File: config.mk
export PLATFORM = sky130hd
export DESIGN_NAME = vc_fifo
export DESIGN_NICKNAME = d
export VERILOG_FILES = /design/src/rtl/vc_fifo.sv
export SDC_FILE = /design/constraint.sdc
export NUM_CORES = 1
export LEC_CHECK = 0
export ABC_AREA = 1
export CAP_MARGIN = 25
export CORE_AREA = 2 2 263 265
export CTS_CLUSTER_DIAMETER = 40
export CTS_CLUSTER_SIZE = 12
export DETAILED_ROUTE_END_ITERATION = 8
export DIE_AREA = 0 0 265 267
export PLACE_DENSITY = 0.58
export SYNTH_ARGS = -nofsm -noshare
export SYNTH_HDL_FRONTEND = slang
export SYNTH_SLANG_ARGS = --single-unit
File: constraint.sdc
create_clock -name clk -period 3.9 [get_ports clk]
set_clock_uncertainty 0.1 [all_clocks]
set_input_delay 0.78 -clock clk [delete_from_list [all_inputs] [get_ports clk]]
set_output_delay 0.78 -clock clk [all_outputs]
set_load 0.02 [all_outputs]
File: src/rtl/vc_fifo.sv
// Multi-virtual-channel router input buffer: VCN independent circular queues
// sharing one write port and one FWFT read port, with sticky protocol-error flags.
module vc_fifo #(
    parameter  int DATAW  = 35,
    parameter  int DEPTH  = 8,
    parameter  int VCN    = 2,
    parameter  int PKTLEN = 4,
    localparam int VCW    = (VCN > 1) ? $clog2(VCN) : 1,
    localparam int AW     = (DEPTH > 1) ? $clog2(DEPTH) : 1,
    localparam int CW     = $clog2(DEPTH + 1)
) (
    input  logic              clk,
    input  logic              rst,
    input  logic              wr_en,
    input  logic [VCW-1:0]    wr_vc,
    input  logic [DATAW-1:0]  idata,
    input  logic              rd_en,
    input  logic [VCW-1:0]    rd_vc,
    output logic [DATAW-1:0]  odata,
    output logic [VCN-1:0]    empty,
    output logic [VCN-1:0]    full,
    output logic [VCN-1:0]    ordy,
    output logic [VCN*CW-1:0] cnt_out,
    output logic              err_ovf,
    output logic              err_udf
);

    logic [VCN-1:0]    rd_sel;
    logic [VCN-1:0]    wr_sel;
    logic [VCN-1:0]    pop_v;
    logic [VCN-1:0]    push_v;
    logic [VCN*AW-1:0] wr_ptr_flat;
    logic [VCN*AW-1:0] rd_ptr_flat;
    logic [AW-1:0]     wr_ptr_cur;
    logic [AW-1:0]     rd_ptr_cur;
    logic              push;
    logic              pop;
    logic              rd_hit;
    logic              err_ovf_reg;
    logic              err_udf_reg;

    logic [DATAW-1:0]  ram [VCN][DEPTH];

    genvar gi;
    generate
        for (gi = 0; gi < VCN; gi++) begin : g_vc
            logic [AW-1:0] wr_ptr_reg;
            logic [AW-1:0] rd_ptr_reg;
            logic [CW-1:0] cnt_reg;
            logic [CW-1:0] cnt_next;
            logic [CW:0]   space;

            // An out-of-range VC index matches no channel, so it can never push or pop.
            assign rd_sel[gi] = (rd_vc == VCW'(gi));
            assign wr_sel[gi] = (wr_vc == VCW'(gi));
            assign pop_v[gi]  = rd_en & rd_sel[gi] & ~empty[gi];
            assign push_v[gi] = wr_en & wr_sel[gi] & (~full[gi] | pop_v[gi]);

            assign empty[gi] = (cnt_reg == '0);
            assign full[gi]  = (cnt_reg == CW'(DEPTH));
            // cnt never exceeds DEPTH, so this subtraction cannot wrap.
            assign space     = (CW+1)'(DEPTH) - {1'b0, cnt_reg};
            assign ordy[gi]  = (space >= (CW+1)'(PKTLEN));

            always_comb begin
                cnt_next = cnt_reg;
                case ({push_v[gi], pop_v[gi]})
                    2'b10:   cnt_next = cnt_reg + CW'(1);
                    2'b01:   cnt_next = cnt_reg - CW'(1);
                    default: cnt_next = cnt_reg;
                endcase
            end

            always_ff @(posedge clk) begin
                if (rst) begin
                    wr_ptr_reg <= '0;
                    rd_ptr_reg <= '0;
                    cnt_reg    <= '0;
                end else begin
                    if (push_v[gi])
                        wr_ptr_reg <= (wr_ptr_reg == AW'(DEPTH - 1)) ? '0 : wr_ptr_reg + AW'(1);
                    if (pop_v[gi])
                        rd_ptr_reg <= (rd_ptr_reg == AW'(DEPTH - 1)) ? '0 : rd_ptr_reg + AW'(1);
                    cnt_reg <= cnt_next;
                end
            end

            assign wr_ptr_flat[gi*AW +: AW] = wr_ptr_reg;
            assign rd_ptr_flat[gi*AW +: AW] = rd_ptr_reg;
            assign cnt_out[gi*CW +: CW]     = cnt_reg;
        end
    endgenerate

    assign push   = |push_v;
    assign pop    = |pop_v;
    assign rd_hit = |(rd_sel & ~empty);

    always_comb begin
        wr_ptr_cur = '0;
        rd_ptr_cur = '0;
        for (int v = 0; v < VCN; v++) begin
            if (wr_sel[v])
                wr_ptr_cur = wr_ptr_flat[v*AW +: AW];
            if (rd_sel[v])
                rd_ptr_cur = rd_ptr_flat[v*AW +: AW];
        end
    end

    // Storage is never cleared; a flit is only visible once cnt covers its slot.
    always_ff @(posedge clk) begin
        if (push && !rst)
            ram[wr_vc][wr_ptr_cur] <= idata;
    end

    assign odata = rd_hit ? ram[rd_vc][rd_ptr_cur] : '0;

    always_ff @(posedge clk) begin
        if (rst) begin
            err_ovf_reg <= 1'b0;
            err_udf_reg <= 1'b0;
        end else begin
            if (wr_en && !push)
                err_ovf_reg <= 1'b1;
            if (rd_en && !pop)
                err_udf_reg <= 1'b1;
        end
    end

    assign err_ovf = err_ovf_reg;
    assign err_udf = err_udf_reg;

endmodule

==> metrics, run 1 <==
DRC viols=0; Mapped Avg Cell Area=around 11 µm²; Layout area overhead=23.2%; vias per cell=~5; TritonRoute pass-1 iters=5; CTS tree=done; R2R cell count=15; fin crit share=0.969; largest net degree at the start of global routing=108; global-route wire length before repair=roughly 95 mm; Period minus WS final=between 3000 and 4000 ps; FMAX=265 MHz; Comb pwr share=0.110; Setup Viol. Count Final=0; routed wire length=a little over 60 mm; wire per inst=around 19 µm; largest cells by area after synthesis=edfxtp_1, nand2_1, nand3_1; dpl cell area=between 20000 and 30000 µm²; hold_buf cts=0; GRT met3 Usage=0.0312; P_int=~13 mW; Max-cap violations=0; via count=between 15000 and 20000; Cells after Synth=2243; chip width=265 µm; vias in the first global route=16300; Die Ht=267 µm; Leak Pwr=around 12 nW; Clock Sinks=582; Critical Path Fanout Max=approximately 110; Max clock buf depth=3; slew at the pin closest to its max-slew limit=660 ps; Buffers on Ports=about 90; outcome=complete, no violations; hold path cells=2; Core Area=approximately 70000 µm²; DRT antenna net count=0; met2 Use GR=0.300; fin area=29900 µm²; synthesized net count=2299; Yosys top cell area share=0.692; post-DP HPWL=~34 mm; Final nets=about 2400; maximum level of the CTS H-tree=3; max FFs per register=560; crit path DAT=a little under 3000 ps; clock slew at reported path FFs=roughly 50 ps; Startpoint Class=input port; Final Hold Vio Count=0; fill cell count=6198; Peak VDD IR=around 0.00032 V; WS Path Type=input port to output port; power share of the clock group=0.481; site row count=96; Yosys top cell by area=edfxtp_1; Seq cells post-synth=582; Tot GR Track Use=0.176; Synthesis Warnings=0; Root Driver=clkbuf_16; CP Data Required Time=about 3000 ps; NetSw=~4.4 mW; crit end category=output port; Worst Hold Class=register to register; number of CTS-inserted buffers=87; GP Congestion=between 0.7 and 0.8; Seq pwr share=0.409; antenna violations before repair=3; die area=between 70000 and 80000 µm²; Rel. slew slack=0.558; Pwr per Cell Area=570 nW/µm²; num ports=slightly above 90; setup TNS=0 ps; Starting Density=0.357; count of different cell masters after synthesis=26; ratio of cells with drive above 1 in the final layout=0.104; Slew Limit Fails=0; mapped cell area=approximately 24000 µm²; GRT Max-Usage Layer=met2; post-synthesis sequential area ratio=0.711; switching portion of total power=0.255; Clock Latency Late Sink=between 600 and 700 ps; initial drt markers=about 1200; total grt overflow=0; met1 Usage GRT=0.226
==> power groups by stage <==
stage / sequential [mW] / combinational, mW / clock [mW]
2_1_floorplan: 7.11 / 0.998 / 0
3_3_place_gp: 7.10 / 1.85 / 0
3_5_place_dp: 7.10 / 1.86 / 0
4_1_cts: 6.98 / 1.87 / 8.33
5_1_grt: 6.98 / 2.07 / 8.59
6_report: 6.98 / 1.88 / 8.20
==> cell type report <==
| cell class | count | area (µm²) | area share |
|---|---|---|---|
| antenna | 1 | 2.50 | 0.0000836 |
| clock buffer | 89 | 2210 | 0.0737 |
| clock inverter | 71 | 921 | 0.0308 |
| inverter | 38 | 150 | 0.00502 |
| sequential | 582 | 17300 | 0.577 |
| timing repair buffer | 166 | 1880 | 0.0627 |
| tap | 882 | 1100 | 0.0369 |
| multi-input combinational | 1504 | 6400 | 0.214 |
==> worst max-delay path, stage by stage <==
cell and delay (ps):
buf_8 150, buf_12 350, buf_4 270, nand2_1 60, nand2_1 60, nand2_1 50
nand2_1 80, nand2_1 50, nand3_1 80, nand2_1 80, nor2_1 110, clkdlybuf4s50_1 620
==> path summary, 6_finish.rpt <==
check / end / start / slack, ps
max: odata[28] / rd_vc / 120
min: err_ovf / err_ovf / 350
max reg2reg: g_vc[1].cnt_reg[3] / g_vc[1].cnt_reg[0] / 1390
min reg2reg: err_ovf / err_ovf / 350
==> cell usage in the layout, fill, tap and decap left out, types with 19 or more instances in the layout <==
| cell type | synthesis | final |
|---|---|---|
| dlymetal6s2s_1 | 0 | 22 |
| nor2_1 | 130 | 114 |
| clkbuf_16 | 0 | 90 |
| a21oi_1 | 46 | 46 |
| nand2_1 | 1019 | 1017 |
| edfxtp_1 | 560 | 560 |
| clkdlybuf4s50_1 | 0 | 67 |
| o21ai_0 | 19 | 19 |
| buf_12 | 0 | 23 |
| inv_1 | 35 | 34 |
| dfxtp_1 | 22 | 22 |
| buf_4 | 14 | 49 |
| nand3_1 | 262 | 262 |
==> cells by family after synthesis <==
group / share of synthesized area
simple gates: 0.233
buf+inv: 0.0322
fa+ha+maj: 0.00835
flops: 0.711
xor+xnor: 0.000721
compound gates: 0.0150
==> cells in the mapped netlist, drive strengths merged <==
library cell / n
o21ai: 22
fa: 2
inv: 37
a21o: 1
xnor2: 1
nor2: 130
edfxtp: 560
clkbuf: 11
dfxtp: 22
nor3: 2
nand3: 262
a31oi: 1
nand4: 1
xor2: 1
buf: 108
a21oi: 46
clkinv: 1
nand2: 1021
ha: 13
nand3b: 1
==> layer usage <==
layer	routed length, µm	vias to the layer above	share of wire
met1	26900	7940	0.43
met4	1640	4	0.026
met5	27	-	0.00043
met2	30400	429	0.49
met3	3410	117	0.055
li1	-	7885	-
==> through the flow <==
step / setup slack, ps / utilization / cells / hold WS (ps) / power, mW
detailed placement: 147 / 0.392 / 3168 / 350 / 8.97
floorplan: 303 / - / 2243 / 366 / 8.11
CTS: 20.8 / 0.438 / 3328 / 360 / 17.2
finish: 121 / 0.440 / 3333 / 350 / 17.1
global route: -5.22 / 0.440 / 3333 / 391 / 17.6
global placement: 122 / 0.392 / 3168 / 343 / 8.95
==> what timing repair did <==
| item | CTS | global route |
|---|---|---|
| gates cloned | 0 | 2 |
| setup buffers | 0 | 2 |
| endpoints found under the setup margin | 1 | 24 |
| resized for setup | 1 | 23 |
No activity file was read; power rests on OpenSTA's default activity.
==> run 2, diff against run 1 <==
--- a/config.mk
+++ b/config.mk
@@ -6,7 +6,7 @@
 export NUM_CORES = 1
 export LEC_CHECK = 0
 export ABC_AREA = 1
-export CAP_MARGIN = 25
+export CAP_MARGIN = 40
 export CORE_AREA = 2 2 263 265
 export CTS_CLUSTER_DIAMETER = 40
 export CTS_CLUSTER_SIZE = 12
==> results of run 2 <==
No change in the layout: final DEF, timing and power equal those of run 1.
